`src/rtl/nes_ppu_pkg.sv`:
```
// rtl/nes_ppu_pkg.sv - shared types, constants and address mirroring for the palette arbiter
// Contents: palette_addr_t, nes_color_t, PALETTE_DEPTH, arb_state_e,
//           POWERUP_PALETTE (used when NES_PALETTE_RESET_INIT_EN is defined), mirror_addr().
package nes_ppu_pkg;

   localparam int PALETTE_DEPTH = 32;

   typedef logic [4:0] palette_addr_t;
   typedef logic [5:0] nes_color_t;

   typedef enum logic [1:0] {
      INIT,
      IDLE,
      WAIT,
      ACK
   } arb_state_e;

   localparam nes_color_t POWERUP_PALETTE [PALETTE_DEPTH] = '{
      6'h09, 6'h01, 6'h00, 6'h01, 6'h00, 6'h02, 6'h02, 6'h0D,
      6'h08, 6'h10, 6'h08, 6'h24, 6'h00, 6'h00, 6'h04, 6'h2C,
      6'h09, 6'h01, 6'h34, 6'h03, 6'h00, 6'h04, 6'h00, 6'h14,
      6'h08, 6'h3A, 6'h00, 6'h02, 6'h00, 6'h20, 6'h2C, 6'h08
   };

   // Sprite backdrop entries $10/$14/$18/$1C are the same cells as $00/$04/$08/$0C.
   function automatic palette_addr_t mirror_addr(input palette_addr_t addr);
      mirror_addr = (addr[4] && (addr[1:0] == 2'b00)) ? {1'b0, addr[3:0]} : addr;
   endfunction

endpackage

```
`src/rtl/nes_palette_arbiter_if.sv`:
```
// rtl/nes_palette_arbiter_if.sv - CPU palette access handshake bundle
// Signals: cpu_req/cpu_we/cpu_addr/cpu_wdata (CPU -> arbiter), cpu_ack/cpu_rdata (arbiter -> CPU).
// Modports: master = CPU side, slave = arbiter side.
interface nes_palette_arbiter_if;
   import nes_ppu_pkg::*;

   logic          cpu_req;
   logic          cpu_we;
   palette_addr_t cpu_addr;
   nes_color_t    cpu_wdata;
   logic          cpu_ack;
   nes_color_t    cpu_rdata;

   modport master (
      output cpu_req, cpu_we, cpu_addr, cpu_wdata,
      input  cpu_ack, cpu_rdata
   );

   modport slave (
      input  cpu_req, cpu_we, cpu_addr, cpu_wdata,
      output cpu_ack, cpu_rdata
   );

endinterface

```
`src/rtl/nes_palette_ram.sv`:
```
// rtl/nes_palette_ram.sv - 32x6 single-port palette memory, synchronous write, registered read
// Ports: i_clk, i_resetn (sync active-low, clears read register only), i_we, i_re,
//        i_addr, i_wdata, o_rdata (registered, updates only when i_re is high).
module nes_palette_ram
   import nes_ppu_pkg::*;
(
   input  logic          i_clk,
   input  logic          i_resetn,
   input  logic          i_we,
   input  logic          i_re,
   input  palette_addr_t i_addr,
   input  nes_color_t    i_wdata,
   output nes_color_t    o_rdata
);

   nes_color_t r_mem [PALETTE_DEPTH];
   nes_color_t r_rdata;

   always_ff @(posedge i_clk) begin
      if (i_we) begin
         r_mem[i_addr] <= i_wdata;
      end
   end

   // Read together with write returns the new data (forced-slot write glitch pixel).
   always_ff @(posedge i_clk) begin
      if (!i_resetn) begin
         r_rdata <= '0;
      end else if (i_re) begin
         r_rdata <= i_we ? i_wdata : r_mem[i_addr];
      end
   end

   assign o_rdata = r_rdata;

endmodule

```
`src/rtl/nes_palette_arbiter.sv`:
```
// rtl/nes_palette_arbiter.sv - shares the palette RAM port between the render pipeline and the CPU
// Ports: ppu_clock, reset_n (sync active-low), rendering_enabled, render_valid, render_index,
//        x, y, vga_we, vga_swap_buffers (render side, aligned); cpu (slave handshake bundle);
//        nes_color, x_out, y_out, vga_we_out, vga_swap_buffers_out (1-cycle delayed); busy.
// Optional: NES_PALETTE_RESET_INIT_EN loads POWERUP_PALETTE after reset (INIT state, busy high).
module nes_palette_arbiter
   import nes_ppu_pkg::*;
#(
   parameter int MAX_WAIT = 341,
   parameter int WAIT_W   = 9
)(
   input  logic                  ppu_clock,
   input  logic                  reset_n,
   input  logic                  rendering_enabled,
   input  logic                  render_valid,
   input  palette_addr_t         render_index,
   input  logic [7:0]            x,
   input  logic [7:0]            y,
   input  logic                  vga_we,
   input  logic                  vga_swap_buffers,
   nes_palette_arbiter_if.slave  cpu,
   output nes_color_t            nes_color,
   output logic [7:0]            x_out,
   output logic [7:0]            y_out,
   output logic                  vga_we_out,
   output logic                  vga_swap_buffers_out,
   output logic                  busy
);

   localparam logic [WAIT_W-1:0] L_MAX_WAIT = WAIT_W'(MAX_WAIT);

   arb_state_e        r_state;
   logic [WAIT_W-1:0] r_wait_cnt;
   logic              r_show_ram;
   nes_color_t        r_color_hold;
   logic              r_ack;
   logic              r_ack_rd;
   nes_color_t        r_rdata_hold;
`ifdef NES_PALETTE_RESET_INIT_EN
   palette_addr_t     r_init_addr;
`endif

   logic          w_slot;
   logic          w_cpu_go;
   logic          w_in_init;
   logic          w_ram_we;
   logic          w_ram_re;
   palette_addr_t w_ram_addr;
   nes_color_t    w_ram_wdata;
   nes_color_t    w_ram_rdata;

   assign w_slot    = rendering_enabled & render_valid;
   // CPU goes in a free cycle, or steals the render slot once it has waited a full scanline.
   assign w_cpu_go  = (r_state == WAIT) && (!w_slot || (r_wait_cnt == L_MAX_WAIT));
   assign w_in_init = (r_state == INIT);

   always_comb begin
      w_ram_we    = 1'b0;
      w_ram_re    = 1'b0;
      w_ram_addr  = mirror_addr(render_index);
      w_ram_wdata = cpu.cpu_wdata;
      if (!reset_n) begin
         w_ram_we = 1'b0;
`ifdef NES_PALETTE_RESET_INIT_EN
      end else if (w_in_init) begin
         w_ram_we    = 1'b1;
         w_ram_addr  = r_init_addr;
         w_ram_wdata = POWERUP_PALETTE[r_init_addr];
`endif
      end else if (w_cpu_go) begin
         w_ram_addr = mirror_addr(cpu.cpu_addr);
         w_ram_we   = cpu.cpu_we;
         // Forced slot also drives the read register so the glitch pixel reaches nes_color.
         w_ram_re   = !cpu.cpu_we || w_slot;
      end else if (w_slot) begin
         w_ram_re = 1'b1;
      end
   end

   nes_palette_ram u_ram (
      .i_clk    (ppu_clock),
      .i_resetn (reset_n),
      .i_we     (w_ram_we),
      .i_re     (w_ram_re),
      .i_addr   (w_ram_addr),
      .i_wdata  (w_ram_wdata),
      .o_rdata  (w_ram_rdata)
   );

   // The RAM read register is shared with CPU reads, so the render output follows it only
   // after a render (or forced) read and otherwise replays the last shown colour.
   assign nes_color     = r_show_ram ? w_ram_rdata : r_color_hold;
   assign cpu.cpu_ack   = r_ack;
   assign cpu.cpu_rdata = r_ack_rd ? w_ram_rdata : r_rdata_hold;
   assign busy          = w_in_init;

   always_ff @(posedge ppu_clock) begin
      if (!reset_n) begin
         x_out                <= '0;
         y_out                <= '0;
         vga_we_out           <= 1'b0;
         vga_swap_buffers_out <= 1'b0;
         r_show_ram           <= 1'b0;
         r_color_hold         <= '0;
         r_rdata_hold         <= '0;
      end else begin
         x_out                <= x;
         y_out                <= y;
         vga_we_out           <= vga_we;
         vga_swap_buffers_out <= vga_swap_buffers;
         r_show_ram           <= w_slot && !w_in_init;
         r_color_hold         <= (w_slot && w_in_init) ? '0 : nes_color;
         r_rdata_hold         <= cpu.cpu_rdata;
      end
   end

   always_ff @(posedge ppu_clock) begin
      if (!reset_n) begin
`ifdef NES_PALETTE_RESET_INIT_EN
         r_state     <= INIT;
         r_init_addr <= '0;
`else
         r_state     <= IDLE;
`endif
         r_wait_cnt  <= '0;
         r_ack       <= 1'b0;
         r_ack_rd    <= 1'b0;
      end else begin
         r_ack    <= w_cpu_go;
         r_ack_rd <= w_cpu_go && !cpu.cpu_we;
         case (r_state)
            INIT: begin
`ifdef NES_PALETTE_RESET_INIT_EN
               r_init_addr <= r_init_addr + 5'd1;
               if (r_init_addr == 5'(PALETTE_DEPTH - 1)) begin
                  r_state <= IDLE;
               end
`else
               r_state <= IDLE;
`endif
            end
            IDLE: begin
               if (cpu.cpu_req) begin
                  r_state    <= WAIT;
                  r_wait_cnt <= '0;
               end
            end
            WAIT: begin
               if (w_cpu_go) begin
                  r_state <= ACK;
               end else begin
                  r_wait_cnt <= r_wait_cnt + 1'b1;
               end
            end
            ACK: begin
               r_state <= IDLE;
            end
            default: begin
               r_state <= IDLE;
            end
         endcase
      end
   end

endmodule

```
`src/flat_wrapper.sv`:
```
// flat-port wrapper written by rule: the top's interface ports become plain ports
module nes_palette_arbiter_flat import nes_ppu_pkg::*;
#(
   parameter int MAX_WAIT = 341,
   parameter int WAIT_W   = 9
)
  (ppu_clock, reset_n, rendering_enabled, render_valid, render_index, x, y, vga_we, vga_swap_buffers, nes_color, x_out, y_out, vga_we_out, vga_swap_buffers_out, busy, cpu_cpu_req, cpu_cpu_we, cpu_cpu_addr, cpu_cpu_wdata, cpu_cpu_ack, cpu_cpu_rdata);
  nes_palette_arbiter_if cpu_i ();
  input  logic ppu_clock;
  input  logic reset_n;
  input  logic rendering_enabled;
  input  logic render_valid;
  input  palette_addr_t render_index;
  input  logic [7:0] x;
  input  logic [7:0] y;
  input  logic vga_we;
  input  logic vga_swap_buffers;
  output nes_color_t nes_color;
  output logic [7:0] x_out;
  output logic [7:0] y_out;
  output logic vga_we_out;
  output logic vga_swap_buffers_out;
  output logic busy;
  input wire logic [$bits(cpu_i.cpu_req)-1:0] cpu_cpu_req;
  input wire logic [$bits(cpu_i.cpu_we)-1:0] cpu_cpu_we;
  input wire logic [$bits(cpu_i.cpu_addr)-1:0] cpu_cpu_addr;
  input wire logic [$bits(cpu_i.cpu_wdata)-1:0] cpu_cpu_wdata;
  output wire logic [$bits(cpu_i.cpu_ack)-1:0] cpu_cpu_ack;
  output wire logic [$bits(cpu_i.cpu_rdata)-1:0] cpu_cpu_rdata;
  assign cpu_i.cpu_req = cpu_cpu_req;
  assign cpu_i.cpu_we = cpu_cpu_we;
  assign cpu_i.cpu_addr = cpu_cpu_addr;
  assign cpu_i.cpu_wdata = cpu_cpu_wdata;
  assign cpu_cpu_ack = cpu_i.cpu_ack;
  assign cpu_cpu_rdata = cpu_i.cpu_rdata;
  nes_palette_arbiter #(.MAX_WAIT(MAX_WAIT), .WAIT_W(WAIT_W)) u_core (.ppu_clock(ppu_clock), .reset_n(reset_n), .rendering_enabled(rendering_enabled), .render_valid(render_valid), .render_index(render_index), .x(x), .y(y), .vga_we(vga_we), .vga_swap_buffers(vga_swap_buffers), .cpu(cpu_i), .nes_color(nes_color), .x_out(x_out), .y_out(y_out), .vga_we_out(vga_we_out), .vga_swap_buffers_out(vga_swap_buffers_out), .busy(busy));
endmodule
```
`config.mk`:
```
export PLATFORM = sky130hd
export DESIGN_NAME = nes_palette_arbiter_flat
export DESIGN_NICKNAME = d
export VERILOG_FILES = /design/src/rtl/nes_ppu_pkg.sv /design/src/rtl/nes_palette_arbiter_if.sv /design/src/rtl/nes_palette_ram.sv /design/src/rtl/nes_palette_arbiter.sv /design/src/flat_wrapper.sv
export SDC_FILE = /design/constraint.sdc
export NUM_CORES = 1
export LEC_CHECK = 0
export CAP_MARGIN = 10
export CORE_ASPECT_RATIO = 1.75
export CORE_UTILIZATION = 60
export CTS_BUF_LIST = sky130_fd_sc_hd__clkbuf_16
export CTS_CLUSTER_SIZE = 25
export DETAILED_ROUTE_END_ITERATION = 10
export PLACE_DENSITY_LB_ADDON = 0.2
export RECOVER_POWER = 100
export SLEW_MARGIN = 10
export SYNTH_ARGS = -nofsm -noshare
export SYNTH_HDL_FRONTEND = slang
export SYNTH_SLANG_ARGS = --single-unit
```
`constraint.sdc`:
```
create_clock -name ppu_clock -period 6.4 [get_ports ppu_clock]
set_clock_uncertainty 0.1 [all_clocks]
set_input_delay 1.28 -clock ppu_clock [delete_from_list [all_inputs] [get_ports ppu_clock]]
set_output_delay 1.28 -clock ppu_clock [all_outputs]
set_load 0.01 [all_outputs]
```
==> flow_summary.toml <==
[setup_path]
r2r_cells = 10
worstSetupPathType = "in -> reg"
critPathBufInv = 2
max_stage_delay_ps = 980
cp-end-kind = "flip-flop"
cp_slowest_cell = "clkbuf_1"
path_delay_family = "simple AND/OR/NAND/NOR gates"
regToRegSetupSlack_ps = 1570
arrival_ps = 5690
critPathLaunchType = "input port"
crit_required_ps = 6730
timing.rr.start = "u_core.r_wait_cnt[0]$_SDFFE_PN0P_"
cp_cell_sequence = "dlygate4sd3_1, nand2_1, o21bai_1, nand2_1, nand2_1, clkbuf_1, a211oi_1, a311oi_1, nor4_1, a31oi_1"
r2r_end = "u_core.u_ram.o_rdata[3]$_SDFFE_PN0P_"
critPathMaxFanout = 26
crit_top_cell = "nand2_1"

[synth]
yosys.area_share.simple_pct = 13.3
syn_area_per_cell_um2 = 13.2
netlist_area_um2 = 9900
synth_top_family_by_area = "simple AND/OR/NAND/NOR gates"
netlist_instances = 750
synth_flop_cell = "edfxtp_1"
ys_types = 59
synth_seq_cells = 242
yosys.area_share.adder_pct = 0.758
synth_mux_area_share_pct = 2.78
synth_compound_area_share_pct = 11.7
seq_area_frac_synth_pct = 68.3
synthArstFlopShare_pct = 0
yosysWarnings = 0
synthXorXnorAreaFrac_pct = 0.354
synth-edff-count = 192

[cells_and_area]
fin_nets = 883
layout-drive-gt1-share_pct = 6.92
regArea_um2 = 6770
syn_to_final_growth_pct = 16.0
multi_input_area_um2 = 2940
post-route-cell-area_um2 = 11500
n_antenna_cell = 0
final_util_pct = 71.6
nFillCells = 1080

[floorplanning]
start_util_pct = 61.8
ioPinCount = 72
fp.coreArea_um2 = 16000
die_y_um = 172
die_w_um = 99.1
fp.dieArea_um2 = 17000
rows = 61

[drt]
drtIter0Drc = 836
viasPerCell = 6.55
drtAntennaViolNets = 0
vias = 6823
drc_errors = 0
wl_per_cell_um = 24.0
drtPass1Iterations = 6
routed_wl_mm = 25.0

[clock_network]
h-tree-depth = 1
cts_root_buffer = "clkbuf_16"
path_clk_slew_ps = 70
cts_setup_buffers = 0
clock_path_buffers = 3
numCtsBuffers = 21
clkLatencyLatePin_ps = 510
tritoncts = "done"
cts_resized = 0
postCtsHoldBufs = 0
clock-sinks = 242

[grt]
grt_pass1_wl_mm = 38.1
first_global_vias = 6732
grt_max_degree = 51
grt_usage_pct = 30.1
antenna_found_initial = 0
grt-ovfl-total = 0

[timing]
post-route-period-util_pct = 83.8
fmax_ghz = 0.186
finalWorstSetupSlack_ps = 1040
fin_crit_ps = 5360
rsz0062_at_grt = "false"
slew_headroom_pct = -14.8
maxSlewViolCount = 204
setup_viol = 0
final.setup.tns_ps = 0
worstMarginPinSlew_ps = 1720
hold_viol = 0

[hold_path]
hold_path_depth = 2
hp-start = "u_core.r_wait_cnt[7]$_SDFFE_PN0P_"
min_to = "u_core.r_wait_cnt[7]$_SDFFE_PN0P_"
hold_path_class = "reg -> reg"

[power]
max-vdd-ir-drop_mv = 0.245
power.density_nw_per_um2 = 299
leakagePower_nw = 4.06

[job]
maxCapViolCount = 6

[placed_design]
io_buffers = 71
placed_area_um2 = 10800
dp_slack_ps = 1280
dp_hpwl_mm = 16.5
gp_congestion = 0.967

[status]
violations = "capacitance limit, slew limit"
status = "finished with violations"
-- metal layers --
| metal | vias up | global-route usage (%) | wire (µm) | part of all wire [%] |
|---|---|---|---|---|
| met5 | - | 0 | 0 | 0 |
| met4 | 0 | 18.4 | 1640 | 6.6 |
| met3 | 119 | 4.77 | 2100 | 8.4 |
| met2 | 471 | 53.4 | 12700 | 51 |
| met1 | 3231 | 34.2 | 8490 | 34 |
| li1 | 3002 | - | - | - |
-- per-stage QoR --
stage / cells / hold WS [ps] / total power [mW]
after floorplan: 773 / 337 / 2.02
after global placement: 1003 / 384 / 2.14
after detailed placement: 1003 / 390 / 2.16
after CTS: 1041 / 401 / 3.44
after global routing: 1041 / 446 / 3.53
final: 1041 / 404 / 3.43
-- state kept, by name (all words and copies together), names as in the netlist --
| signal | cells |
|---|---|
| u_core.r_show_ram | 1 |
| u_core.y_out | 8 |
| u_core.vga_swap_buffers_out | 1 |
| u_core.r_state | 2 |
| u_core.vga_we_out | 1 |
| u_core.u_ram.o_rdata | 6 |
| u_core.r_rdata_hold | 6 |
| u_core.cpu.cpu_ack | 1 |
| u_core.r_color_hold | 6 |
| u_core.u_ram.r_mem | 192 |
| u_core.x_out | 8 |
| u_core.r_wait_cnt | 9 |
| u_core.r_ack_rd | 1 |
-- worst max-delay path by stage --
| stage | startpoint | end | cells past startpoint |
|---|---|---|---|
| 5_1_grt | rendering_enabled | u_core.u_ram.o_rdata[3]$_SDFFE_PN0P_ | 10 |
| 4_1_cts | reset_n | u_core.u_ram.o_rdata[5]$_SDFFE_PN0P_ | 10 |
| 3_5_place_dp | reset_n | u_core.u_ram.o_rdata[1]$_SDFFE_PN0P_ | 10 |
| 6_report | rendering_enabled | u_core.u_ram.o_rdata[3]$_SDFFE_PN0P_ | 10 |
| 3_3_place_gp | reset_n | u_core.u_ram.o_rdata[1]$_SDFFE_PN0P_ | 10 |
| 2_1_floorplan | reset_n | u_core.u_ram.r_mem[0][0]$_DFFE_PP_ | 9 |
-- worst min-delay path: cells and delay by family (launching register included) --
kind	cells	cell delay (ps)
AO/OA/AOI/OAI	2	130
flip-flops	1	320
-- report_power, final --
part	leakage, nW	internal [mW]	total, mW	switching [mW]
Clock	0.351	0.762	1.31	0.545
Sequential	2.15	1.73	1.75	0.0185
Combinational	1.56	0.130	0.374	0.244
Total	4.06	2.62	3.43	0.808
-- area by class of cell --
cell class	count	share of cell area, %
Clock buffer	21	4.58
Inverter	7	0.229
Clock inverter	17	1.60
Multi-Input combinational cell	476	25.6
Tap cell	189	2.06
Sequential cell	242	58.9
Timing Repair Buffer	89	7.04
-- cells in the mapped netlist, types with 2 or more instances --
master / number / area share (%)
buf_2: 13 / 0.66
nand4_1: 3 / 0.19
nor2_1: 45 / 1.7
and3_1: 41 / 2.6
nor4_1: 9 / 0.57
and2_1: 26 / 1.6
buf_4: 3 / 0.23
a41oi_1: 2 / 0.18
o41ai_1: 2 / 0.18
clkbuf_1: 26 / 0.99
mux2_2: 12 / 1.4
a21oi_1: 17 / 0.86
edfxtp_1: 192 / 58
a31oi_1: 7 / 0.44
a211oi_1: 50 / 3.8
o21ai_0: 10 / 0.51
a211oi_2: 2 / 0.25
nand3_1: 16 / 0.81
nand2b_1: 4 / 0.25
o21ai_2: 2 / 0.18
o21a_1: 3 / 0.23
a311o_1: 2 / 0.20
nor3_1: 10 / 0.51
buf_6: 5 / 0.57
a21boi_0: 10 / 0.76
ha_1: 6 / 0.76
inv_1: 7 / 0.27
xor2_1: 4 / 0.35
o31ai_1: 2 / 0.15
o21ai_1: 2 / 0.10
or3_1: 5 / 0.32
mux2i_1: 14 / 1.4
nand2_1: 96 / 3.6
dfxtp_1: 50 / 10
a311oi_1: 28 / 2.5
-- cell families after synthesis --
| logic type | after synthesis |
|---|---|
| mux | 26 |
| xor+xnor | 4 |
| fa+ha+maj | 6 |
| compound gates | 152 |
| simple gates | 264 |
| flops | 242 |
| other cells | 1 |
| buf+inv | 55 |
-- cells in the final DEF, fill, tap and decap left out, types with 9 or more instances in the layout --
cell / Yosys / layout
a311oi_1: 28 / 28
and3_1: 41 / 41
nor3_1: 10 / 10
inv_1: 7 / 9
nand2_1: 96 / 95
nor4_1: 9 / 9
o21ai_0: 10 / 10
nor2_1: 45 / 45
clkdlybuf4s50_1: 0 / 33
and2_1: 26 / 14
dlygate4sd3_1: 0 / 38
edfxtp_1: 192 / 192
mux2i_1: 14 / 14
a21boi_0: 10 / 11
a211oi_1: 50 / 51
nand3_1: 16 / 16
a21oi_1: 17 / 17
mux2_2: 12 / 10
conb_1: 1 / 24
clkbuf_16: 0 / 21
and2_0: 1 / 12
clkbuf_1: 26 / 10
dfxtp_1: 50 / 50
No activity file was read; power rests on OpenSTA's default activity.
